==> config.mk <==
export PLATFORM = sky130hd
export DESIGN_NAME = char_map_writer
export DESIGN_NICKNAME = d
export VERILOG_FILES = /design/src/rtl/char_pkg.sv /design/src/rtl/char_map_writer_bin2bcd.sv /design/src/rtl/char_map_writer.sv
export SDC_FILE = /design/constraint.sdc
export NUM_CORES = 1
export LEC_CHECK = 0
export CORE_ASPECT_RATIO = 1.75
export CORE_UTILIZATION = 49
export CTS_CLUSTER_DIAMETER = 100
export DETAILED_ROUTE_END_ITERATION = 12
export HOLD_SLACK_MARGIN = 0.15
export PLACE_DENSITY_LB_ADDON = 0.08
export SLEW_MARGIN = 20
export SYNTH_ARGS = -nofsm -noshare
export SYNTH_HDL_FRONTEND = slang
export SYNTH_SLANG_ARGS = --single-unit
==> constraint.sdc <==
create_clock -name CK -period 2.2 [get_ports CK]
set_input_delay 0.44 -clock CK [delete_from_list [all_inputs] [get_ports CK]]
set_output_delay 0.44 -clock CK [all_outputs]
set_load 0.05 [all_outputs]
==> src/rtl/char_pkg.sv <==
// Shared definitions for the character-map writer.
// Holds character codes, text-grid geometry and the {row, col} layout of the
// 7-bit character-map write address.
// Ports: none (package).
package char_pkg;

    typedef logic [3:0] chr_code_t;

    localparam chr_code_t CHR_BLANK = 4'hF;
    localparam chr_code_t CHR_K     = 4'hC;
    localparam chr_code_t CHR_DOT   = 4'hE;

    localparam int TEXT_ROWS = 12;
    localparam int TEXT_COLS = 8;
    localparam int ROW_W     = 4;
    localparam int COL_W     = $clog2(TEXT_COLS);
    localparam int ADDR_W    = ROW_W + COL_W;

    localparam logic [13:0] VALUE_MAX = 14'd9999;

    typedef struct packed {
        logic [ROW_W-1:0] row;
        logic [COL_W-1:0] col;
    } char_addr_t;

    function automatic logic [ADDR_W-1:0] char_addr(input logic [ROW_W-1:0] row,
                                                    input logic [COL_W-1:0] col);
        char_addr_t a;
        a.row = row;
        a.col = col;
        return a;
    endfunction

endpackage

==> src/rtl/char_map_writer_bin2bcd.sv <==
// bin2bcd_seq: 14-bit sequential double-dabble converter.
// A start pulse loads din; the following 14 cycles each perform one
// add-3/shift iteration. done is high in the cycle of the final iteration and
// bcd then presents the finished result (the value about to be registered), so
// the consumer can act on it at the same edge the conversion completes.
// Ports:
//   clk_sys  clock
//   rst      asynchronous active-high reset
//   start    load din and begin a conversion
//   din      binary input, expected <= 9999
//   busy     conversion in progress
//   done     final iteration this cycle, bcd valid
//   bcd      four BCD digits, digit 3 in bcd[15:12]
module bin2bcd_seq (
    input  logic        clk_sys,
    input  logic        rst,
    input  logic        start,
    input  logic [13:0] din,
    output logic        busy,
    output logic        done,
    output logic [15:0] bcd
);

    logic [13:0] bin_r;
    logic [15:0] bcd_r;
    logic [3:0]  cnt_r;
    logic [15:0] bcd_adj;
    logic [15:0] bcd_nx;
    logic [13:0] bin_nx;

    always_comb begin
        bcd_adj = bcd_r;
        for (int n = 0; n < 4; n++) begin
            if (bcd_r[4*n +: 4] >= 4'd5)
                bcd_adj[4*n +: 4] = bcd_r[4*n +: 4] + 4'd3;
        end
        {bcd_nx, bin_nx} = {bcd_adj, bin_r} << 1;
    end

    assign done = busy && (cnt_r == 4'd13);
    assign bcd  = bcd_nx;

    always_ff @(posedge clk_sys or posedge rst) begin
        if (rst) begin
            bin_r <= '0;
            bcd_r <= '0;
            cnt_r <= '0;
            busy  <= 1'b0;
        end else if (start) begin
            bin_r <= din;
            bcd_r <= '0;
            cnt_r <= '0;
            busy  <= 1'b1;
        end else if (busy) begin
            bin_r <= bin_nx;
            bcd_r <= bcd_nx;
            if (cnt_r == 4'd13)
                busy <= 1'b0;
            else
                cnt_r <= cnt_r + 4'd1;
        end
    end

endmodule

==> src/rtl/char_map_writer.sv <==
// char_map_writer: converts a value to four decimal digits and writes their
// character codes into one row of the text-overlay character map.
// Optional feature macro CHAR_LZ_BLANK_EN: when defined, leading zeros in the
// three upper digits are written as blanks; the units digit is always shown.
// Ports:
//   CK, RST                 clock, asynchronous active-high reset
//   req_valid/req_ready     request handshake (ready only in IDLE)
//   req_row, req_value      target text row, unsigned value (saturated to 9999)
//   wr_en, wr_addr, wr_data character-map write port, addr = {row, col}
//   done, err, ovf          completion pulse with row-error and saturation flags
module char_map_writer
    import char_pkg::*;
#(
    parameter int ROWS     = TEXT_ROWS,
    parameter int COL_BASE = 0
) (
    input  logic              CK,
    input  logic              RST,
    input  logic              req_valid,
    output logic              req_ready,
    input  logic [3:0]        req_row,
    input  logic [13:0]       req_value,
    output logic              wr_en,
    output logic [ADDR_W-1:0] wr_addr,
    output chr_code_t         wr_data,
    output logic              done,
    output logic              err,
    output logic              ovf
);

    typedef enum logic [1:0] {S_IDLE, S_CONV, S_WRITE, S_DONE} state_t;

    localparam logic [COL_W-1:0] COL0 = COL_W'(COL_BASE);

    state_t      state;
    logic [3:0]  row_r;
    logic        ovf_r;
    logic [1:0]  wr_idx;
    logic [15:0] chars_r;

    logic        accept;
    logic        row_ok;
    logic        value_big;
    logic [13:0] value_sat;
    logic        conv_busy;
    logic        conv_done;
    logic [15:0] conv_bcd;
    logic [15:0] chars;

    assign accept    = req_valid && req_ready && (state == S_IDLE);
    assign row_ok    = {28'd0, req_row} < 32'(ROWS);
    assign value_big = req_value > VALUE_MAX;
    assign value_sat = value_big ? VALUE_MAX : req_value;

    bin2bcd_seq u_bin2bcd (
        .clk_sys (CK),
        .rst     (RST),
        .start   (accept && row_ok),
        .din     (value_sat),
        .busy    (conv_busy),
        .done    (conv_done),
        .bcd     (conv_bcd)
    );

    always_comb begin
        chars = conv_bcd;
`ifdef CHAR_LZ_BLANK_EN
        if (conv_bcd[15:12] == 4'd0) begin
            chars[15:12] = CHR_BLANK;
            if (conv_bcd[11:8] == 4'd0) begin
                chars[11:8] = CHR_BLANK;
                if (conv_bcd[7:4] == 4'd0)
                    chars[7:4] = CHR_BLANK;
            end
        end
`endif
    end

    // The first digit is registered at the edge the conversion completes, so
    // the four write cycles follow CONV with no gap.
    always_ff @(posedge CK or posedge RST) begin
        if (RST) begin
            state     <= S_IDLE;
            req_ready <= 1'b0;
            wr_en     <= 1'b0;
            wr_addr   <= '0;
            wr_data   <= '0;
            done      <= 1'b0;
            err       <= 1'b0;
            ovf       <= 1'b0;
            row_r     <= '0;
            ovf_r     <= 1'b0;
            wr_idx    <= '0;
            chars_r   <= '0;
        end else begin
            case (state)
                S_IDLE: begin
                    req_ready <= 1'b1;
                    if (accept) begin
                        req_ready <= 1'b0;
                        row_r     <= req_row;
                        ovf_r     <= value_big;
                        if (row_ok) begin
                            state <= S_CONV;
                        end else begin
                            state <= S_DONE;
                            done  <= 1'b1;
                            err   <= 1'b1;
                            ovf   <= value_big;
                        end
                    end
                end
                S_CONV: begin
                    if (conv_done) begin
                        state   <= S_WRITE;
                        wr_en   <= 1'b1;
                        wr_addr <= char_addr(row_r, COL0);
                        wr_data <= chars[15:12];
                        chars_r <= chars << 4;
                        wr_idx  <= 2'd1;
                    end else if (!conv_busy) begin
                        state <= S_IDLE;
                    end
                end
                S_WRITE: begin
                    if (wr_idx == 2'd0) begin
                        state   <= S_DONE;
                        wr_en   <= 1'b0;
                        wr_addr <= '0;
                        wr_data <= '0;
                        done    <= 1'b1;
                        ovf     <= ovf_r;
                    end else begin
                        wr_addr <= char_addr(row_r, COL0 + COL_W'(wr_idx));
                        wr_data <= chars_r[15:12];
                        chars_r <= chars_r << 4;
                        wr_idx  <= wr_idx + 2'd1;
                    end
                end
                S_DONE: begin
                    state     <= S_IDLE;
                    done      <= 1'b0;
                    err       <= 1'b0;
                    ovf       <= 1'b0;
                    req_ready <= 1'b1;
                end
                default: state <= S_IDLE;
            endcase
        end
    end

endmodule

==> results of run 1 <==
==> registers in the layout (all words and copies together), names as in the netlist <==
| name | flops |
|---|---|
| chars_r | 12 |
| done | 1 |
| err | 1 |
| ovf | 1 |
| ovf_r | 1 |
| req_ready | 1 |
| row_r | 4 |
| state | 2 |
| u_bin2bcd.bcd_r | 16 |
| u_bin2bcd.bin_r | 14 |
| u_bin2bcd.busy | 1 |
| u_bin2bcd.cnt_r | 4 |
| wr_addr | 6 |
| wr_data | 4 |
| wr_en | 1 |
| wr_idx | 2 |
==> Yosys cell counts, types with 3 or more instances <==
library cell,instances,area [µm²]
o21ai_2,7,61.3
buf_2,6,30.0
o21a_1,6,45.0
or2_2,3,18.8
dfrtp_1,71,1780
a22o_1,6,52.6
ha_1,16,200
a2111oi_0,3,26.3
a2bb2oi_1,7,61.3
o22ai_1,3,18.8
inv_1,23,86.3
o21ai_0,21,105
nand2_1,31,116
nor2_1,14,52.6
nand3_1,7,35.0
nor3b_1,4,30.0
clkbuf_1,4,15.0
mux2_2,8,90.1
nor2b_1,4,25.0
nor3_1,5,25.0
xnor2_1,3,26.3
nand2b_1,5,31.3
xor2_1,4,35.0
a22oi_1,4,30.0
a21oi_1,21,105
mux2i_1,18,180
buf_4,5,37.5
a211oi_1,12,90.1
==> how the worst max path moves through the flow <==
stage / start / endpoint / cells after the start
floorplan: state[0] / state[1] / 6
global placement: req_row[2] / ovf / 5
detailed placement: req_value[6] / u_bin2bcd.bin_r[1] / 5
CTS: req_ready / req_ready / 1
global route: state[0] / chars_r[7] / 7
finish: req_ready / req_ready / 1
==> stage by stage <==
stage / hold WS, ns / setup slack (ns)
2_1_floorplan: 0.446 / 0.478
3_3_place_gp: 0.466 / 0.201
3_5_place_dp: 0.468 / 0.145
4_1_cts: 0.479 / 0.179
5_1_grt: 0.503 / 0.0710
6_report: 0.465 / 0.191
==> cell type report <==
| class | instances | area [µm²] |
|---|---|---|
| Clock buffer | 13 | 260 |
| Clock inverter | 3 | 65.1 |
| Multi-Input combinational cell | 245 | 1780 |
| Sequential cell | 71 | 1780 |
| Fill cell | 638 | 2740 |
| Timing Repair Buffer | 52 | 515 |
| Tap cell | 86 | 108 |
| Inverter | 23 | 90.1 |
==> per-layer routing <==
layer	routed length, µm	track usage
met5	0	0
met1	3160	0.262
met3	212	0.0349
met2	4390	0.389
met4	174	0.104
==> power by group <==
group | leakage [µW] | internal, µW | total, µW | switching (µW)
clock | 0.000160 | 1050 | 1580 | 528
combinational | 0.00107 | 1710 | 3920 | 2210
sequential | 0.000861 | 1940 | 2420 | 476
total | 0.00209 | 4710 | 7920 | 3210
==> cell families (layout without fill, tap and decap cells) <==
group,count (synthesis),in the layout
buf+inv,42,91
other cells,1,1
fa+ha+maj,16,16
simple gates,89,89
xor+xnor,7,7
mux,26,26
flops,71,71
compound gates,106,106
==> metrics.txt, run 1 <==
# hold bufs at CTS 0; Area growth, synth to finish 22.3%; CP Cell Sequence clkdlybuf4s50_1; Max Slew Vio Count 0; Starting Density 0.512; Worst Path Buf+Inv 1; Synth Area in Simple Gates 0.126; Post-Syn Instances 358; Synth Area in Compound Gates 0.205; Mapped Area 3750 µm²; wire length per cell around 16 µm; VDD IR max around 0.66 mV; Crit Path Class reg2out; crit path max fanout 5; dpl hpwl 5.92 mm; root buf cell clkbuf_16; TritonRoute pass-1 iters 4; Die X between 60 and 70 µm; Max stage delay on crit path between 0.8 and 0.9 ns; GP Congestion roughly 0.83; worst reg2reg path endpoint chars_r[7]; Setup Fix Bufs, Post-CTS 0; final WL ~7.9 mm; Rows 41; vias in the first global route between 2,000 and 3,000; Slowest-stage cell, CP clkdlybuf4s50_1; cell area after layout around 4600 µm²; port buffer count 35; Pwr Density around 1700 nW/µm²; FFs w/ async S/R, synth 1.00; Die Y-Extent between 100 and 150 µm; IO Pins 37; GRT overflow 0; dpl cell area between 4000 and 5000 µm²; largest net degree at the start of global routing 31; sequential fraction of the synthesis area 0.473; Final TNS setup 0 ns; Top delay family on crit path buffers and inverters; syn_nets roughly 400; core area about 7300 µm²; FF-to-FF path depth 7; Setup Viol. Count Final 0; Ys Warns 0; mux contribution to synthesized area 0.0720; HP Class in2async; CTS buffer count 9; required time worst endpoint 1.76 ns; Placed Instances 477; antenna cell count 0; DR vias approximately 2,800; Least-Margin Pin Slew about 0.53 ns; critical path arrival 1.57 ns; nature of the critical path startpoint register; R2R setup slack approximately 0.25 ns; origin of the critical flop-to-flop path state[0]; CTS tree done; Final Hold Fails 0; DRC 0; adder-cell share of the synthesized area 0.0533; most frequent cells in the layout dfrtp_1, clkdlybuf4s50_1, nand2_1, inv_1; P_leak about 0.0021 µW; Worst-Skew Late Latency approximately 0.34 ns; gr usage total 0.226; total power between 7000 and 8000 µW; Max clock buf depth 2; antenna violations before repair 0; DRT iter0 DRCs 127; max-cap violation count 0; Reg clk slew, reported paths 0.05 ns; xor/xnor share of the synthesized area 0.0163; antenna-violating nets left 0; crit end category output pin; Cell Count, Final, Fillers Out between 400 and 500; CTS HTree Levels 3; Util after Layout 0.626; first-pass GRT wire length 13.5 mm; status completed; Slew HR 0.649; Final Cycle Share 0.913; Die ar. between 8000 and 9000 µm²; clock sinks 71; EDFF count, synth 0; clk_skew between 0.005 and 0.006 ns; synthesis-stage register bit count 71; main combinational cell family by area after synthesis compound AO/OA/AOI/OAI gates; most common library cell in the layout ignoring fill and taps dfrtp_1; share of cells above drive strength 1 0.155; leading register cell type out of synthesis dfrtp_1; Cell variety after synth 55; RSZ-0062 raised after global routing false; Mean Syn Cell Area 10.5 µm²; Final Critical Period 2.01 ns; Fmax roughly 0.50 GHz; vias per cell roughly 5.7; post-cts gate resize count 0; Nets 439
Power figures use the tool's default switching activity.
==> run 2: changes to the inputs <==
--- a/config.mk
+++ b/config.mk
@@ -5,7 +5,7 @@
 export SDC_FILE = /design/constraint.sdc
 export NUM_CORES = 1
 export LEC_CHECK = 0
-export CORE_ASPECT_RATIO = 1.75
+export CORE_ASPECT_RATIO = 0.8
 export CORE_UTILIZATION = 49
 export CTS_CLUSTER_DIAMETER = 100
 export DETAILED_ROUTE_END_ITERATION = 12
==> run 2 against run 1 <==
Compared with the run above: clock-buffer cell count decreased by 3; register-to-register slack got worse by 0.07 ns; sequential share of layout area increased by 1.3 points; critical path type unchanged.
==> metrics.txt, run 2 (synthesis results as in run 1) <==
status completed; FF-to-FF path depth 7; Least-Margin Pin Slew 0.640 ns; CP Cell Sequence clkdlybuf4s50_1; flip-flop count of the largest register after layout 16; TritonRoute pass-1 iters 4; Worst-Skew Late Latency between 0.3 and 0.4 ns; DRT iter0 DRCs between 100 and 150; Area growth, synth to finish 18.4%; Starting Density 0.508; required time worst endpoint about 1.8 ns; DR vias about 2,700; most common library cell in the layout ignoring fill and taps dfrtp_1; CTS tree done; antenna violations before repair 0; antenna-violating nets left 0; largest net degree at the start of global routing 72; GP Congestion ~0.76; Slew HR 0.565; share of cells above drive strength 1 0.156; P_leak ~0.0020 µW; Reg clk slew, reported paths 0.08 ns; CTS HTree Levels 3; crit path max fanout 5; gr usage total 0.219; CTS buffer count 9; IO Pins 37; antenna cell count 0; R2R setup slack between 0.15 and 0.2 ns; Met3 Wirelength 282 µm; Max Slew Vio Count 0; hold path depth 2; VDD IR max a little under 0.9 mV; origin of the critical flop-to-flop path state[1]; Regs by FF count u_bin2bcd.bcd_r: 16 flops, u_bin2bcd.bin_r: 14 flops, chars_r: 12 flops; clk_skew between 0.01 and 0.015 ns; vias in the first global route approximately 2,800; Top delay family on crit path buffers and inverters; Max clock buf depth 2; min-delay src chars_r[8]; Final Hold Fails 0; Die ar. between 8000 and 9000 µm²; Pwr Density 1640 nW/µm²; Largest Register u_bin2bcd.bcd_r; vias per cell 5.36; critical path arrival around 1.6 ns; Max stage delay on crit path 0.83 ns; Final Cycle Share 0.931; Die X around 100 µm; Final Critical Period roughly 2.0 ns; dpl hpwl 5.56 mm; met1 wire length ~3.9 mm; first-pass GRT wire length between 10 and 15 mm; wire length per cell between 15 and 20 µm; crit end category output pin; Worst Path Buf+Inv 1; Hold Slack a little under 0.5 ns; clock sinks 71; RSZ-0062 raised after global routing false; Util after Layout 0.602; most frequent cells in the layout dfrtp_1, clkdlybuf4s50_1, nand2_1, inv_1; Slowest-stage cell, CP clkdlybuf4s50_1; Setup Viol. Count Final 0; max-cap violation count 0; Die Y-Extent about 80 µm; root buf cell clkbuf_8; nature of the critical path startpoint register; final WL about 7.8 mm; Fmax 0.488 GHz; DRC 0; HP Class reg2reg; Crit Path Class reg2out; Max Used Layer met4; metal2 WL approximately 3.6 mm; core area between 7000 and 8000 µm²; worst reg2reg path endpoint chars_r[7]; port buffer count 35; Rows 28; GRT overflow 0; Nets around 440; WHS Endpoint chars_r[8]; Final TNS setup 0 ns
==> run 2: final cells by class <==
type / instances / area, µm²
multi-input cells: 245 / 1780
clock buffers: 10 / 138
clock inverters: 4 / 47.5
fillers: 623 / 2950
repair buffers: 51 / 483
inverters: 23 / 90.1
flip-flops and latches: 71 / 1780
well taps: 105 / 131
==> run 2: what timing repair did <==
action	4_1_cts	5_1_grt
endpoints found under the setup margin	0	3
resized for setup	0	1
setup buffers	0	0
hold buffers	0	0
==> run 2: power by group <==
| part | internal (µW) | switching [µW] |
|---|---|---|
| sequential | 1940 | 474 |
| combinational | 1680 | 2210 |
| clock | 538 | 472 |
==> run 2: stage by stage <==
stage               setup WS [ns]  power, µW  area, µm²  instances
global placement            0.208       6220       4260        495
global route               0.0245       7900       4450        509
finish                      0.152       7310       4450        509
CTS                         0.138       7360       4440        509
detailed placement          0.176       6320       4260        495
floorplan                   0.478       5330       3760        358
==> run 2: worst min-delay path: stages, from the launching register on <==
cell and delay [ns]:
dfrtp_1 0.34, nand2_1 0.05, o21ai_0 0.06
==> run 2: how the worst max path moves through the flow <==
stage	start	to	slack, ns	cells after the start
2_1_floorplan	state[0]	state[1]	0.48	6
3_3_place_gp	req_row[3]	ovf	0.21	5
3_5_place_dp	state[1]	wr_data[2]	0.18	5
4_1_cts	req_ready	req_ready	0.14	1
5_1_grt	state[1]	chars_r[7]	0.02	7
6_report	req_ready	req_ready	0.15	1
==> run 2: routing by layer <==
layer | global-route usage | vias up
met5 | 0 | -
met2 | 0.357 | 43
li1 | - | 1354
met3 | 0.0505 | 9
met4 | 0.0765 | 0
met1 | 0.287 | 1324
